## config.mk

```make
export PLATFORM = sky130hd
export DESIGN_NAME = llc_cmd_queue
export DESIGN_NICKNAME = d
export VERILOG_FILES = /design/src/rtl/llc_cmd_queue.sv
export SDC_FILE = /design/constraint.sdc
export NUM_CORES = 1
export LEC_CHECK = 0
export ABC_AREA = 1
export ABC_CLOCK_PERIOD_IN_PS = 5400
export BUFFER_PORTS_ARGS = -buffer_cell sky130_fd_sc_hd__buf_2
export CAP_MARGIN = 30
export CORE_AREA = 2 2 185 187
export DETAILED_ROUTE_END_ITERATION = 16
export DIE_AREA = 0 0 187 189
export PLACE_DENSITY_LB_ADDON = 0.05
export SETUP_SLACK_MARGIN = 0.1
export SYNTH_ARGS = -nofsm -noshare
export SYNTH_HDL_FRONTEND = slang
export SYNTH_SLANG_ARGS = --single-unit
export TNS_END_PERCENT = 1
```

## constraint.sdc

```tcl
create_clock -name clk -period 5.4 [get_ports clk]
set_input_delay 1.08 -clock clk [delete_from_list [all_inputs] [get_ports clk]]
set_output_delay 1.08 -clock clk [all_outputs]
set_load 0.03 [all_outputs]
```

## src/rtl/llc_cmd_queue.sv

```systemverilog
// llc_cmd_queue: filtered FWFT request queue between the trace front-end and the LLC, with read/write/drop statistics
module llc_cmd_queue #(
  parameter int CMDSIZE   = 4,
  parameter int ADDR_BITS = 32,
  parameter int DEPTH     = 8,
  parameter int CNT_W     = 32
) (
  input  logic                       clk,
  input  logic                       rst_n,
  input  logic                       in_valid,
  output logic                       in_ready,
  input  logic [CMDSIZE-1:0]         in_command,
  input  logic [ADDR_BITS-1:0]       in_address,
  output logic                       out_valid,
  input  logic                       out_ready,
  output logic [CMDSIZE-1:0]         out_command,
  output logic [ADDR_BITS-1:0]       out_address,
  output logic [$clog2(DEPTH):0]     count,
  output logic [CNT_W-1:0]           reads,
  output logic [CNT_W-1:0]           writes,
  output logic [15:0]                drop_count
);
  localparam int AW = $clog2(DEPTH);
  logic [CMDSIZE-1:0]   r_cmd [DEPTH];
  logic [ADDR_BITS-1:0] r_addr [DEPTH];
  logic [AW-1:0]        r_wp, r_rp;
  logic [AW:0]          r_cnt;
  logic [CNT_W-1:0]     r_reads, r_writes;
  logic [15:0]          r_drops;
  logic                 w_legal, w_acc, w_push, w_drop, w_pop, w_hi;
  // accept/dequeue qualification; codes 8 and up carry no address
  always_comb begin
    w_hi    = in_command >= CMDSIZE'(8);
    w_legal = (in_command <= CMDSIZE'(6)) || (in_command == CMDSIZE'(8)) || (in_command == CMDSIZE'(9));
    w_acc   = in_valid & in_ready;
    w_push  = w_acc & w_legal;
    w_drop  = w_acc & ~w_legal;
    w_pop   = out_valid & out_ready;
  end
  assign in_ready    = r_cnt < (AW+1)'(DEPTH);
  assign out_valid   = r_cnt != '0;
  assign out_command = r_cmd[r_rp];
  assign out_address = r_addr[r_rp];
  assign count       = r_cnt;
  assign reads       = r_reads;
  assign writes      = r_writes;
  assign drop_count  = r_drops;
  // storage is never reset; stale contents are hidden by out_valid
  always_ff @(posedge clk) begin
    if (w_push) begin
      r_cmd[r_wp]  <= in_command;
      r_addr[r_wp] <= w_hi ? '0 : in_address;
    end
  end
  // pointers and occupancy
  always_ff @(posedge clk or negedge rst_n) begin
    if (!rst_n) begin
      r_wp  <= '0;
      r_rp  <= '0;
      r_cnt <= '0;
    end else begin
      if (w_push) r_wp <= r_wp + AW'(1);
      if (w_pop) r_rp <= r_rp + AW'(1);
      r_cnt <= r_cnt + (AW+1)'(w_push) - (AW+1)'(w_pop);
    end
  end
  // statistics: reads/writes follow dequeued commands, cmd 8 clears them; drops count filtered accepts
  always_ff @(posedge clk or negedge rst_n) begin
    if (!rst_n) begin
      r_reads  <= '0;
      r_writes <= '0;
      r_drops  <= '0;
    end else begin
      if (w_pop) begin
        if (out_command == CMDSIZE'(8)) begin
          r_reads  <= '0;
          r_writes <= '0;
        end else if ((out_command == CMDSIZE'(0) || out_command == CMDSIZE'(2)) && r_reads != '1) begin
          r_reads <= r_reads + CNT_W'(1);
        end else if (out_command == CMDSIZE'(1) && r_writes != '1) begin
          r_writes <= r_writes + CNT_W'(1);
        end
      end
      if (w_drop && r_drops != 16'hFFFF) r_drops <= r_drops + 16'd1;
    end
  end
endmodule
```

## Word-level counts from Yosys, hierarchy flattened

Memories as Yosys holds them, arrays and structs flattened.
Cells that the tools add are included.

- Register bits: 90
- Bits in writable memories: 288
- Bits of input ports: 40
- Output and inout bits: 122
- Word-level logic and storage cells: 52
- Memories kept: 2

- Add/subtract/negate cells: 7
- Magnitude comparators: 3
- Equal/unequal tests: 9
- Multiplexer cells: 8
- Bitwise gates (word level): 5
- Reduce and logical (&&, ||, !) cells: 12

Memories:

| name | words | width | read ports | clocked after memory_dff | wr ports | RTL line | RTL |
|---|---|---|---|---|---|---|---|
| r_addr | 8 | 32 | 1 | 0 | 1 | 25 | `logic [ADDR_BITS-1:0] r_addr [DEPTH];` |
| r_cmd | 8 | 4 | 1 | 0 | 1 | 24 | `logic [CMDSIZE-1:0] r_cmd [DEPTH];` |

Operators with widths:

| kind | count |
|---|---|
| 2-to-1 mux 32 bit | 6 |
| adder 32 x 1 -> 32 bit, second input constant | 2 |
| != test 32 bit, second input constant | 2 |
| adder 16 x 1 -> 16 bit, second input constant | 1 |
| != test 16 bit, second input constant | 1 |
| == test 4 bit, second input constant | 3 |
| adder 3 x 1 -> 3 bit, second input constant | 2 |
| adder 4 x 1 -> 4 bit | 1 |
| AND 1 bit | 4 |
| == test 4 x 1 -> 1 bit, second input constant | 1 |
| == test 4 x 2 -> 1 bit, second input constant | 1 |
| >= comparator 4 bit, second input constant | 1 |
| <= comparator 4 x 3 -> 1 bit, second input constant | 1 |
| zero test 4 bit | 1 |
| < comparator 4 bit, second input constant | 1 |
| nonzero test 2 bit | 2 |
| nonzero test 4 bit | 1 |
| subtractor 4 x 1 -> 4 bit | 1 |
| logical AND 1 bit | 3 |
| logical OR 1 bit | 3 |
| AND reduction 3 bit | 1 |
| 2-to-1 mux 1 bit | 2 |
| != test 2 bit, second input constant | 1 |
| AND reduction 2 bit | 1 |
| inverter 1 bit | 1 |

## Logic depth before layout (Yosys ltp)

Gate-level depths: netlist of the first run.

- Depth after elaboration: 6
- Gate-level depth with buffers: 14
- Gate-level depth less buffers: 11

## Least setup slack after synthesis of the first run

OpenSTA, ideal clock, no wires.

- Kind: input -> register
- Start: in in_command[3]
- End: mem r_addr[0][0], enable pin
- Library setup time: 0.429 ns
- Arrival: 3.392 ns
- Data required time: 4.971 ns
- Setup slack: 1.579 ns
- Stages on the path: 6
- Buffers on the path: 1
- Cell sequence: buf_2 > o21ai_0 > and2_1 > nand3_1 > or2_2 > nor2_1

- Cells in the longest elaborated chain, start to end: 6
- Elaborated cells on any way between the ends: 8
- Classes of those cells: order compare (1); eq/ne (2); mux (2); bitwise (1); reduce/logical (2)

RTL lines:

| what | RTL line | RTL |
|---|---|---|
| start: declaration | 12 | `input logic [CMDSIZE-1:0] in_command,` |
| <= comparator 4 x 3 -> 1 bit / == test 4 bit (equally long branches) | 34 | `w_legal = (in_command <= CMDSIZE'(6)) \|\| (in_command == CMDSIZE'(8)) \|\| (in_command == CMDSIZE'(9));` |
| logical OR 1 bit | 34 |  |
| logical OR 1 bit (*) | 34 |  |
| AND 1 bit (*) | 36 | `w_push = w_acc & w_legal;` |
| 2-to-1 mux 1 bit (*) | 50 | `if (w_push) begin` |
| 2-to-1 mux 1 bit (*) | 52 | `r_addr[r_wp] <= w_hi ? '0 : in_address;` |
| end: declaration | 25 |  |

Every way passes the cells marked *; elsewhere a longest branch is shown, timed or not.

## Final worst setup path of the first run

- Start: reg r_rp[0]
- End: out out_address[21]

- Cells in the longest elaborated chain, start to end: 1

RTL lines:

| what | RTL line | RTL |
|---|---|---|
| start: declaration | 26 | `logic [AW-1:0] r_wp, r_rp;` |
| start signal: assignment | 63 | `if (w_pop) r_rp <= r_rp + AW'(1);` |
| memory (8 x 32 bit) | - |  |
| end: declaration | 17 | `output logic [ADDR_BITS-1:0] out_address,` |

Every way passes these cells.

==> results of run 1 <==
-- layout make-up --
cell class / count / area (um2) / area share (%)
Clock buffer: 50 / 1080 / 5.27
Sequential cell: 378 / 10900 / 53.1
Multi-Input combinational cell: 1221 / 5980 / 29.1
Inverter: 191 / 719 / 3.51
Clock inverter: 23 / 272 / 1.32
Tap cell: 448 / 561 / 2.73
Timing Repair Buffer: 183 / 1010 / 4.90
-- Yosys cell counts, types with 2 or more instances --
master / n
inv_1: 185
buf_12: 3
buf_2: 13
o22ai_1: 32
xnor2_1: 21
nand3_1: 105
dfrtp_1: 90
nand4_1: 65
inv_2: 4
nor2_2: 2
o21ai_0: 134
nor2_4: 6
clkbuf_1: 51
nor3_1: 7
nand2_1: 350
buf_4: 7
buf_1: 3
xor2_1: 30
nand3_2: 34
edfxtp_1: 288
nor2_1: 378
a31oi_1: 32
buf_6: 12
nand2_2: 4
ha_1: 10
-- registers in the layout (all words and copies together), names as in the netlist --
register	cells
writes	32
r_cmd	32
r_addr	256
drop_count	16
count	4
reads	32
r_wp	3
r_rp	3
-- worst register-to-register path, delay by kind of cell (launching register included) --
kind | cells | cell delay [ps]
and+or+nand+nor | 9 | 1970
buffers and inverters | 1 | 690
DFF | 1 | 780
-- power groups by stage --
stage	combinational (mW)	sequential (mW)	clock, mW
6_report	3.40	3.55	2.81
5_1_grt	3.73	3.58	2.97
4_1_cts	3.43	3.55	2.86
3_5_place_dp	3.41	3.61	0
3_3_place_gp	3.34	3.60	0
2_1_floorplan	2.52	3.58	0
-- cells by family (layout without fill, tap and decap cells) --
logic type | Yosys count | after routing
AO/OA/AOI/OAI | 199 | 199
XOR/XNOR | 51 | 51
adder cells (fa/ha/maj) | 11 | 11
buffers and inverters | 280 | 447
flip-flops | 378 | 378
AND/OR/NAND/NOR | 960 | 960
-- metal layers --
layer	wire length, um	part of all wire (%)
met4	912	2.2
met2	20500	49
met5	0	0
met1	18400	44
met3	2210	5.3
-- metrics by stage --
stage | setup slack (ps) | std cells | cell area [um2] | hold slack, ps
final | 1020 | 2494 | 20500 | 516
after global routing | 694 | 2494 | 20500 | 530
after CTS | 994 | 2494 | 20500 | 517
after detailed placement | 1560 | 2421 | 19200 | 508
after global placement | 1590 | 2419 | 19100 | 502
after floorplan | 1580 | 1879 | 18100 | 493
-- path summary, 6_finish.rpt --
| check | endpoint | cells after the start |
|---|---|---|
| hold reg to reg | drop_count[12] | 1 |
| setup reg to reg | reads[0] | 10 |
| min in group asynchronous | reads[22] | 1 |
| max in group asynchronous | r_rp[0] | 2 |
| setup / recovery | out_address[21] | 6 |
| hold / removal | drop_count[12] | 1 |
==> qor.yml, run 1 <==
status:
  status: "completed"
global_routing:
  grt_usage_pct: 24.2
  grt_use_met3_pct: 3.13
  grt_util_met1_pct: 31.9
  grt_pass1_wl_mm: 69.1
  grt_pass1_vias: 13300
  use_met2_pct: 42.0
  busiest_layer: "met2"
  overflow: 0
  antenna_found_initial: 0
  grt_max_degree: 82
pwr:
  intPower_mw: 5.92
  pwr-share-clk_pct: 28.8
  p_seq_share_pct: 36.4
  p_per_area_nw_per_um2: 476
  switching_share_pct: 39.3
  p_switching_mw: 3.84
  pwr-share-comb_pct: 34.8
  power.total_mw: 9.76
  peakVddDrop_v: 0.000323
  leakage_nw: 8.63
logic_synthesis:
  synth-seq-cells: 378
  synth-xor-area-share_pct: 2.47
  synth-compound-area-share_pct: 5.96
  synth_edf_count: 288
  synth_cells: 1879
  async_reset_ff_share_pct: 23.8
  synth_ff_type: "edfxtp_1"
  syn_area_um2: 18100
  syn_avg_cell_area_um2: 9.61
  yosysSeqAreaShare_pct: 60.4
  synth_warnings: 0
  synth.distinct_cells: 38
  synth_top_family_by_area: "simple AND/OR/NAND/NOR gates"
  muxShareOfSynthArea_pct: 0
  synthAdderAreaFrac_pct: 0.804
  yosys.area_share.simple_pct: 23.5
  synth_top_cell_area_share_pct: 47.9
  synth.area.top_cells: "edfxtp_1 48%, dfrtp_1 12%, nor2_1 7.9%, nand2_1 7.3%, inv_1 3.8%"
  synth_nets: 1930
  yosysTopAreaCell: "edfxtp_1"
worst_setup_path:
  critPathLaunch: "r_rp[0]"
  worst_setup_path_end_kind: "output port"
  r2r_slack_ps: 1840
  crit_slowest_cell: "dfrtp_4"
  crit_family: "flip-flops"
  cpPeakStageDelay_ps: 980
  crit_type: "reg2out"
  path_cells: "buf_4, o21ai_0, o22ai_1, nor2_1, a31oi_1, buf_2"
  cp_num_buf_inv: 2
  arrival_ps: 3300
  cp_data_required_time_ps: 4320
  r2r-start: "r_rp[0]"
  worstSetupStartpointType: "flip-flop"
  critPathMaxFanout: 81
floorplan:
  ios: 162
  die_area_um2: 35300
  start_util_pct: 54.2
  die_x_um: 187
  die_y_um: 189
  core_um2: 33300
  rows: 67
sta:
  fin_crit_ps: 4380
  setup_viol_count_final: 0
  fin_skew_ps: 12.6
  tns_ps: 0
  max_slew.worst_pin.slew_ps: 1020
  fin_crit_sh_pct: 81.0
  timing.fmax_ghz: 0.229
  relSlewSlack_pct: 32.3
  hold_viol_final: 0
  drv_slew: 0
  rsz0062_at_grt: "false"
clocking:
  cts_setup_buffers: 0
  holdBufCountCts: 0
  cts_htree_levels: 2
  cts_resized: 0
  clock-sinks: 378
  clock-root-buffer: "clkbuf_16"
  clk_pin_slew_ps: 60
  clock_latency_ps: 540
  clockBufferDepth: 3
  cts_tree: "done"
  numCtsBuffers: 41
drt:
  via_per_inst: 5.38
  drtIter0Drc: 1027
  drtPass1Iterations: 4
  drt_wl_total_mm: 42.0
  wl_per_cell_um: 16.8
  vias: 13400
  drc: 0
  antenna_left: 0
final_layout:
  area_growth_pct: 13.7
  fin_util_pct: 61.7
  drive_gt1_share_pct: 15.1
  fillers: 2840
  diodes: 0
  layout_common_cells: "370 x nor2_1, 350 x nand2_1, 288 x edfxtp_1"
  layout.nets: 2067
  layout.cells.most_common: "nor2_1"
min_path:
  hold_path.class: "reg2reg"
  worstHoldStart: "drop_count[12]"
job:
  drv_cap: 0
placed_design:
  io_buffers: 161
  dp_hpwl_mm: 26.0
  gp_congestion: 0.910
Note: power is estimated with default switching activity, not from simulation.
==> run 2: changes to the inputs <==
--- a/config.mk
+++ b/config.mk
@@ -6,12 +6,12 @@
 export NUM_CORES = 1
 export LEC_CHECK = 0
 export ABC_AREA = 1
-export ABC_CLOCK_PERIOD_IN_PS = 5400
+export ABC_CLOCK_PERIOD_IN_PS = 3950
 export BUFFER_PORTS_ARGS = -buffer_cell sky130_fd_sc_hd__buf_2
 export CAP_MARGIN = 30
-export CORE_AREA = 2 2 185 187
+export CORE_AREA = 2 2 186 188
 export DETAILED_ROUTE_END_ITERATION = 16
-export DIE_AREA = 0 0 187 189
+export DIE_AREA = 0 0 188 190
 export PLACE_DENSITY_LB_ADDON = 0.05
 export SETUP_SLACK_MARGIN = 0.1
 export SYNTH_ARGS = -nofsm -noshare
==> constraint.sdc (replaced) <==
create_clock -name clk -period 3.95 [get_ports clk]
set_input_delay 0.79 -clock clk [delete_from_list [all_inputs] [get_ports clk]]
set_output_delay 0.79 -clock clk [all_outputs]
set_load 0.03 [all_outputs]
==> qor.yml, run 2 (synthesized netlist as in run 1, its figures left out) <==
worst_setup_path:
  path_cells: "buf_12, o21ai_0, o22ai_1, nor2_1, a31oi_1, buf_2"
  worstSetupStartpointType: "flip-flop"
  cp_num_buf_inv: 2  # unchanged
  crit_family: "compound AO/OA/AOI/OAI gates"
  cp_data_required_time_ps: 3160  # -1160 ps
  crit_type: "reg2out"
  r2r_cells: 11  # +1
  arrival_ps: 2710  # -590 ps
  crit_slowest_cell: "dfrtp_4"
  critPathMaxFanout: 145  # +79%
  cpPeakStageDelay_ps: 440  # -540 ps
  cp.depth: 6  # unchanged
  worst_setup_path_end_kind: "output port"
clocking:
  clock-sinks: 378  # unchanged
  numCtsBuffers: 41  # unchanged
  clockBufferDepth: 3  # unchanged
  clock-root-buffer: "clkbuf_16"
  cts_tree: "done"
  clk_pin_slew_ps: 60  # about the same
  cts_resized: 0  # unchanged
  cts_htree_levels: 2  # unchanged
  holdBufCountCts: 0  # unchanged
  clock_latency_ps: 570  # +30 ps
  cts_setup_buffers: 0  # unchanged
global_routing:
  grt_max_degree: 146  # +78%
  antenna_found_initial: 0  # unchanged
  overflow: 0  # unchanged
  grt_usage_pct: 24.4  # +0.24 points
  grt_pass1_wl_mm: 69.4  # +0.50%
  grt_pass1_vias: 13100  # -1.6%
sta:
  max_slew.worst_pin.slew_ps: 921  # -94.4 ps
  fin_skew_ps: 25.4  # +12.9 ps
  worst_hold_slack_ps: 295  # -221 ps
  relSlewSlack_pct: 38.6  # +6.3 points
  setup_slack_ps: 448  # -576 ps
  setup_viol_count_final: 0  # unchanged
  fin_crit_ps: 3500
  tns_ps: 0  # unchanged
  drv_slew: 0  # unchanged
  timing.fmax_ghz: 0.286
  hold_viol_final: 0  # unchanged
  rsz0062_at_grt: "false"
  fin_crit_sh_pct: 88.7
final_layout:
  largest_reg_flops: 256  # unchanged
  largest_register: "r_addr"
  area_growth_pct: 14.5
  layout.nets: 2073  # +0.29%
  fin_util_pct: 60.9  # -0.77 points
  fillers: 2891  # +1.8%
  layout.cells.most_common: "nor2_1"
  layout_common_cells: "370 x nor2_1, 350 x nand2_1, 288 x edfxtp_1"
  diodes: 0  # unchanged
  drive_gt1_share_pct: 15.3  # +0.19 points
min_path:
  hold_path.class: "in2async"
status:
  status: "completed"
job:
  drv_cap: 0  # unchanged
drt:
  via_per_inst: 5.38  # +0.13%
  drt_wl_total_mm: 42.7  # +1.7%
  wl_per_cell_um: 17.0  # +1.1%
  antenna_left: 0  # unchanged
  vias: 13500  # +0.69%
  drtPass1Iterations: 5  # +1
  drtIter0Drc: 927  # -9.7%
  drc: 0  # unchanged
floorplan:
  die_area_um2: 35700  # +1.1%
  ios: 162  # unchanged
  die_y_um: 190  # +0.53%
  start_util_pct: 53.2  # -1.1 points
  core_um2: 33900  # +2.0%
  die_x_um: 188  # +0.53%
  rows: 68  # +1.5%
pwr:
  power.total_mw: 13.4  # +38%
  p_per_area_nw_per_um2: 650  # +37%
  peakVddDrop_v: 0.000580  # +80%
  leakage_nw: 8.70  # +0.73%
placed_design:
  place_ws_ps: 834  # -723 ps
  gp_congestion: 0.902  # -0.90%
  dp_hpwl_mm: 26.4  # +1.4%
  io_buffers: 161  # unchanged
run 2: cell type report:
| class | instances | area (um2) | area share, % |
|---|---|---|---|
| flip-flops and latches | 378 | 10900 | 52.8 |
| multi-input cells | 1221 | 5980 | 28.9 |
| repair buffers | 189 | 1130 | 5.47 |
| clock buffers | 54 | 1120 | 5.40 |
| inverters | 191 | 719 | 3.48 |
| well taps | 455 | 569 | 2.75 |
| clock inverters | 20 | 251 | 1.22 |
run 2: final timing paths:
kind / from / to / slack, ps
min in group clk: in_command[0] / r_cmd[5][0] / 530
max in group asynchronous: rst_n / writes[30] / 2880
worst max-delay path: r_rp[0] / out_address[18] / 450
worst min register to register: drop_count[12] / drop_count[12] / 530
worst min-delay path: rst_n / reads[17] / 300
worst max register to register: r_rp[0] / reads[30] / 1050
run 2: power breakdown:
part	leakage [nW]	total, mW	switching, mW	internal [mW]
sequential	3.83	4.73	0.161	4.57
clock	0.662	3.89	1.56	2.33
combinational	4.20	4.81	3.53	1.28
run 2: layer usage:
| metal | vias to the layer above | GRT usage, % | part of all wire [%] |
|---|---|---|---|
| met5 | - | 0 | 0 |
| met4 | 0 | 8.30 | 2.3 |
| met3 | 64 | 3.30 | 4.4 |
| met2 | 354 | 41.5 | 49 |
| met1 | 6495 | 32.4 | 44 |
| li1 | 6586 | - | - |
run 2: metrics by stage:
stage               cells  area, um2
floorplan            1879      18100
global placement     2434      19300
detailed placement   2434      19300
CTS                  2508      20700
global route         2508      20700
finish               2508      20700
